$ cat src/rtl/aes_pkg.sv
// aes_pkg: shared AES key-schedule types, per-mode constants and GF(2^8) helpers.
package aes_pkg;

    typedef enum logic [1:0] {AES128 = 2'd0, AES192 = 2'd1, AES256 = 2'd2} key_len_e;
    typedef enum logic [1:0] {IDLE = 2'd0, LOAD = 2'd1, EXPAND = 2'd2, DRAIN = 2'd3} state_e;

    localparam logic [7:0] RCON_INIT = 8'h01;

    function automatic logic [3:0] nk_of(input logic [1:0] kl);
        return (kl == 2'd2) ? 4'd8 : (kl == 2'd1) ? 4'd6 : 4'd4;
    endfunction

    function automatic logic [3:0] nr_of(input logic [1:0] kl);
        return (kl == 2'd2) ? 4'd14 : (kl == 2'd1) ? 4'd12 : 4'd10;
    endfunction

    function automatic logic [7:0] xtime(input logic [7:0] b);
        return {b[6:0], 1'b0} ^ (b[7] ? 8'h1b : 8'h00);
    endfunction

endpackage

$ cat src/rtl/aes_sbox.sv
// aes_sbox: combinational AES forward S-box, byte x maps to y.
module aes_sbox (
    input  logic [7:0] x,
    output logic [7:0] y
);

    localparam logic [2047:0] T = {
        128'h637c777bf26b6fc53001672bfed7ab76, 128'hca82c97dfa5947f0add4a2af9ca472c0,
        128'hb7fd9326363ff7cc34a5e5f171d83115, 128'h04c723c31896059a071280e2eb27b275,
        128'h09832c1a1b6e5aa0523bd6b329e32f84, 128'h53d100ed20fcb15b6acbbe394a4c58cf,
        128'hd0efaafb434d338545f9027f503c9fa8, 128'h51a3408f929d38f5bcb6da2110fff3d2,
        128'hcd0c13ec5f974417c4a77e3d645d1973, 128'h60814fdc222a908846eeb814de5e0bdb,
        128'he0323a0a4906245cc2d3ac629195e479, 128'he7c8376d8dd54ea96c56f4ea657aae08,
        128'hba78252e1ca6b4c6e8dd741f4bbd8b8a, 128'h703eb5664803f60e613557b986c11d9e,
        128'he1f8981169d98e949b1e87e9ce5528df, 128'h8ca1890dbfe6426841992d0fb054bb16
    };

    assign y = T[{~x, 3'b000} +: 8];

endmodule

$ cat src/rtl/aes_key_expand_multi.sv
// aes_key_expand_multi: run-time AES-128/192/256 key schedule, one word per clock, streamed as round keys.
// Optional AES_KEY_EXPAND_ERR_EN adds a sticky err_out flag for illegal-mode starts.
module aes_key_expand_multi
    import aes_pkg::*;
#(
    parameter int KEY_MAX_BITS = 256,
    parameter bit OUT_REG      = 1
) (
    input  logic                    CLK,
    input  logic                    RST,
    input  logic                    start_in,
    input  logic [1:0]              key_len_in,
    input  logic [KEY_MAX_BITS-1:0] key_in,
    output logic                    rk_valid_out,
    input  logic                    rk_ready_in,
    output logic [127:0]            rk_out,
    output logic [3:0]              rk_idx_out,
    output logic                    rk_last_out,
    output logic [1:0]              state_out,
    output logic                    busy_out
`ifdef AES_KEY_EXPAND_ERR_EN
    ,output logic                   err_out
`endif
);

    localparam int NW = KEY_MAX_BITS / 32;
    localparam int IW = $clog2(KEY_MAX_BITS);

    state_e                  state, state_nx;
    key_len_e                kl;
    logic [KEY_MAX_BITS-1:0] key_r;
    logic [NW*32-1:0]        win;
    logic [7:0]              rcon;
    logic [5:0]              wi, last_wi;
    logic [2:0]              m;
    logic [3:0]              nk, nr;
    logic [IW-1:0]           tap;
    logic [31:0]             rot_in, sub, temp, w;
    logic [127:0]            col;
    logic [2:0]              col_cnt;
    logic [3:0]              col_idx;
    logic                    legal, accept, gen, take, col_full, stall, xfer;

    assign nk       = nk_of(kl);
    assign nr       = nr_of(kl);
    assign last_wi  = {nr + 4'd1, 2'b00} - 6'd1;
    assign tap      = IW'(32 * (int'(nk) - 1));
    assign legal    = key_len_in != 2'd3 && 32 * int'(nk_of(key_len_in)) <= KEY_MAX_BITS;
    assign accept   = state == IDLE && start_in && legal;
    assign col_full = col_cnt == 3'd4;
    assign stall    = col_full && !take;
    assign gen      = (state == LOAD || state == EXPAND) && !stall;
    assign xfer     = rk_valid_out && rk_ready_in;
    assign state_out = state;
    assign busy_out  = state != IDLE;

    // Rotation only on the Nk boundary; SubWord is shared by both substitution cases.
    for (genvar b = 0; b < 4; b++) begin : g_sb
        aes_sbox u_sbox (.x(rot_in[8*b +: 8]), .y(sub[8*b +: 8]));
    end

    always_comb begin
        rot_in = (m == 3'd0) ? {win[23:0], win[31:24]} : win[31:0];
        temp   = (m == 3'd0) ? sub ^ {rcon, 24'h0} : (nk == 4'd8 && m == 3'd4) ? sub : win[31:0];
        w      = (state == LOAD) ? key_r[KEY_MAX_BITS-1 -: 32] : win[tap +: 32] ^ temp;
    end

    always_comb begin
        state_nx = state;
        case (state)
            IDLE:    state_nx = accept ? LOAD : IDLE;
            LOAD:    state_nx = (gen && wi == 6'(nk - 4'd1)) ? EXPAND : LOAD;
            EXPAND:  state_nx = (gen && wi == last_wi) ? DRAIN : EXPAND;
            DRAIN:   state_nx = (xfer && rk_last_out) ? IDLE : DRAIN;
            default: state_nx = IDLE;
        endcase
    end

    // win[31:0] holds w[i-1]; older words sit at successively higher taps.
    always_ff @(posedge CLK or posedge RST) begin
        if (RST) begin
            state <= IDLE;
            kl    <= AES128;
            key_r <= '0;
            win   <= '0;
            rcon  <= '0;
            wi    <= '0;
            m     <= '0;
        end else begin
            state <= state_nx;
            if (accept) begin
                kl    <= key_len_e'(key_len_in);
                key_r <= key_in;
                rcon  <= RCON_INIT;
                wi    <= '0;
                m     <= '0;
            end else if (gen) begin
                key_r <= key_r << 32;
                win   <= {win[NW*32-33:0], w};
                wi    <= wi + 6'd1;
                m     <= (m == 3'(nk - 4'd1)) ? 3'd0 : m + 3'd1;
                if (state == EXPAND && m == 3'd0)
                    rcon <= xtime(rcon);
            end
        end
    end

    // A full collector can hand off and start refilling on the same edge.
    always_ff @(posedge CLK or posedge RST) begin
        if (RST) begin
            col     <= '0;
            col_cnt <= '0;
            col_idx <= '0;
        end else if (state == IDLE) begin
            col_cnt <= '0;
            col_idx <= '0;
        end else begin
            if (gen)
                col <= {col[95:0], w};
            col_cnt <= take ? 3'(gen) : col_cnt + 3'(gen);
            if (take)
                col_idx <= col_idx + 4'd1;
        end
    end

    if (OUT_REG) begin : g_out_reg
        assign take = col_full && (!rk_valid_out || rk_ready_in);
        always_ff @(posedge CLK or posedge RST) begin
            if (RST) begin
                rk_valid_out <= 1'b0;
                rk_out       <= '0;
                rk_idx_out   <= '0;
                rk_last_out  <= 1'b0;
            end else if (take) begin
                rk_valid_out <= 1'b1;
                rk_out       <= col;
                rk_idx_out   <= col_idx;
                rk_last_out  <= col_idx == nr;
            end else if (rk_ready_in) begin
                rk_valid_out <= 1'b0;
            end
        end
    end else begin : g_out_comb
        assign take         = col_full && rk_ready_in;
        assign rk_valid_out = col_full;
        assign rk_out       = col;
        assign rk_idx_out   = col_idx;
        assign rk_last_out  = col_full && col_idx == nr;
    end

`ifdef AES_KEY_EXPAND_ERR_EN
    always_ff @(posedge CLK or posedge RST) begin
        if (RST)
            err_out <= 1'b0;
        else if (state == IDLE && start_in)
            err_out <= !legal;
    end
`endif

endmodule

$ cat config.mk
export PLATFORM = sky130hd
export DESIGN_NAME = aes_key_expand_multi
export DESIGN_NICKNAME = d
export VERILOG_FILES = /design/src/rtl/aes_pkg.sv /design/src/rtl/aes_sbox.sv /design/src/rtl/aes_key_expand_multi.sv
export SDC_FILE = /design/constraint.sdc
export NUM_CORES = 2
export LEC_CHECK = 0
export CORE_UTILIZATION = 45
export DETAILED_ROUTE_END_ITERATION = 16
export PLACE_DENSITY = 0.63
export SKIP_CTS_REPAIR_TIMING = 1
export SYNTH_ARGS = -nofsm -noshare
export SYNTH_HDL_FRONTEND = slang
export SYNTH_HIERARCHICAL = 1
export SYNTH_SLANG_ARGS = --single-unit
$ cat constraint.sdc
create_clock -name CLK -period 41 [get_ports CLK]
set_input_delay 10.25 -clock CLK [delete_from_list [all_inputs] [get_ports CLK]]
set_output_delay 10.25 -clock CLK [all_outputs]
set_load 0.02 [all_outputs]
==> results_dict.tcl <==
set metrics [dict create \
    synth_cell_type_count 87 \
    criticalPathCategory "in -> reg" \
    setup_viol 0 \
    period_minus_slack_ns 13.79 \
    pre_cts_ws_ns 26.64 \
    synth_area_leader_cell "dfrtp_1" \
    route.met2.wl_um 77300 \
    die_h_um 332 \
    dieWidth_um 332 \
    start_util 0.456 \
    fin_nets 6505 \
    rsz0062_at_grt "no" \
    grt.total_usage 0.313 \
    seq_area_frac_synth 0.410 \
    finalHoldViolCount 0 \
    cap_violations 0 \
    power.share.clock 0.505 \
    clock_latency_ns 0.70 \
    power_density_nw_per_um2 30.5 \
    cts_tree "yes" \
    highest_layer "met5" \
    timing.hold.ws_ns 0.446 \
    netlist_top_cells_area "dfrtp_1 (41%), nand2_1 (16%), a31oi_1 (3.7%)" \
    fin_ws_ns 27.21 \
    antenna_found_initial 12 \
    async_flop_share 1.00 \
    seqPwrFrac 0.468 \
    fin_crit_sh 0.336 \
    ys_ff_latch 802 \
    min_path_type "reg -> reg" \
    synth_top_flop_cell "dfrtp_1" \
    finalNonFillerCells 7644 \
    ios 399 \
    worstHoldStart "win[151]" \
    fmax_ghz 0.0725 \
    detail-route-antenna-nets 0 \
    synth_fa_ha_area_frac 0.0189 \
    synth_compound_area_frac 0.194 \
    peakVddDrop_v 0.0000265 \
    syn-num-nets 6490 \
    synth_most_common_cell "nand2_1" \
    outcome "finished clean" \
    num_rows 120 \
    drv_slew 0 \
    cp-startpoint "rk_ready_in" \
    clk_pin_slew_ns 0.06 \
    core-area_sq_um 107000 \
    synth-simple-area-share 0.268 \
    n_fill_cell 10199 \
    dpl_cell_area_sq_um 52300 \
    p_int_mw 1.32 \
    drive_gt1_frac 0.0662 \
    swShare 0.216 \
    startpoint_type "primary input" \
    avgSynthCellArea_sq_um 7.95 \
    worst_clock_skew_ns 0.0410 \
    fp.dieArea_sq_um 110000 \
    routed_wirelength_um 178000 \
    cts_htree_levels 3 \
    viasPerCell 6.10 \
    post-route-util 0.516 \
    drtIter0Drc 6797 \
    synthToLayoutAreaGrowth_pct 13.2 \
    grt_max_degree 179 \
    syn_area_sq_um 48900 \
    port_buffers 398 \
    wire_per_inst_um 23.2 \
    drc 0 \
    vias 46610 \
    total_power_mw 1.69 \
    synth_top_area_frac 0.410 \
    clockBufferDepth 3 \
    cp_data_arrival_time_ns 14.38 \
    dp_cells 7483 \
    r2r_slack_ns 34.30 \
    synth-edff-count 0 \
    wl_met1_um 76700 \
    synth_commonest_cells "nand2_1 (2118), dfrtp_1 (802), nor2_1 (425), a31oi_1 (293), a21oi_1 (230)" \
    r2r-start "m[1]" \
    clockRootBuffer "clkbuf_16" \
    wl_met3_um 17000 \
    power_switching_mw 0.365 \
    p_leak_nw 25.3 \
    grt-ovfl-total 0 \
    synthCells 6154 \
    muxShareOfSynthArea 0.0335 \
    grt_pass1_wl_um 271000 \
    cts_made_buffers 87 \
    crit_fanout 103 \
    drt_first_pass_iters 7 \
    gp_congestion 1.02 \
    design_area_sq_um 55400 \
    max_slew.worst_pin.slew_ns 1.20 \
    slew_headroom 0.198 \
    hpwl_um 118000 \
    cts_sinks 802 \
    crit_path_end_kind "register" \
    cp_data_required_time_ns 41.59 \
    grt_pass1_vias 43357 \
    synth-xor-area-share 0.00824 \
    synth_top_family_by_area "simple AND/OR/NAND/NOR gates" \
    power_frac_comb 0.027 \
    yosys_warnings 6 \
    setup_tns_ns 0 \
]
-- logic make-up (layout without fill, tap and decap cells) --
family          Yosys count  after routing
fa+ha+maj                74             74
mux                     101            101
xor+xnor                 46             46
other cells               0              7
simple gates           3114           3114
compound gates         1415           1415
flops                   802            802
buf+inv                 602            682
-- final timing paths --
| kind | endpoint | depth (start not counted) |
|---|---|---|
| min | win[183] | 2 |
| min reg2reg | win[183] | 2 |
| max | key_r[210] | 8 |
| min in group asynchronous | rk_out[57] | 2 |
| max reg2reg | col[25] | 19 |
| max in group asynchronous | win[47] | 4 |
-- sequential cells by signal, summed over array words and instances (netlist names) --
register      flops
key_r           256
state_out         2
win             256
col_cnt           3
rk_last_out       1
wi                6
col_idx           4
kl                2
rk_idx_out        4
rcon              8
m                 3
col             128
rk_valid_out      1
rk_out          128
-- cells in the final DEF, fill, tap and decap left out, drive strengths merged, types with 53 or more instances in the layout --
| cell | count |
|---|---|
| nand2 | 2136 |
| dfrtp | 802 |
| nor2 | 430 |
| clkdlybuf4s50 | 398 |
| a31oi | 293 |
| o21ai | 277 |
| a21oi | 230 |
| nand3 | 122 |
| clkbuf | 122 |
| nand2b | 99 |
| nor3 | 75 |
| ha | 74 |
| nor2b | 73 |
| buf | 71 |
| o211ai | 68 |
| inv | 62 |
| a211oi | 55 |
| a311oi | 53 |
-- critical path, stage by stage --
cell,delay (ns)
clkdlybuf4s50_1,0.42
nand2b_1,0.27
o21ai_4,0.34
buf_4,0.88
buf_4,0.86
buf_4,0.76
nand2_1,0.17
a31oi_1,0.22
-- power groups by stage --
stage / Sequential [mW] / Clock [mW] / Combinational, mW
after floorplan: 0.807 / 0 / 0.0116
after detailed placement: 0.806 / 0 / 0.0458
after global routing: 0.791 / 0.899 / 0.0491
final: 0.792 / 0.854 / 0.0449
after global placement: 0.806 / 0 / 0.0465
after CTS: 0.792 / 0.867 / 0.0460
-- final cells by class --
class | instances | area [sq um] | share of cell area
clock inverters | 32 | 624 | 0.0113
inverters | 59 | 236 | 0.00427
flip-flops and latches | 802 | 20100 | 0.362
repair buffers | 469 | 4530 | 0.0818
diodes | 7 | 17.5 | 0.000316
clock buffers | 122 | 2500 | 0.0451
well taps | 1403 | 1760 | 0.0317
multi-input cells | 4750 | 25700 | 0.463
-- per-layer routing --
metal / global-route usage / vias to the layer above
li1: - / 21202
met2: 0.462 / 2504
met5: 0 / -
met1: 0.452 / 22470
met3: 0.0677 / 426
met4: 0.109 / 8
No activity file was read; power rests on OpenSTA's default activity.
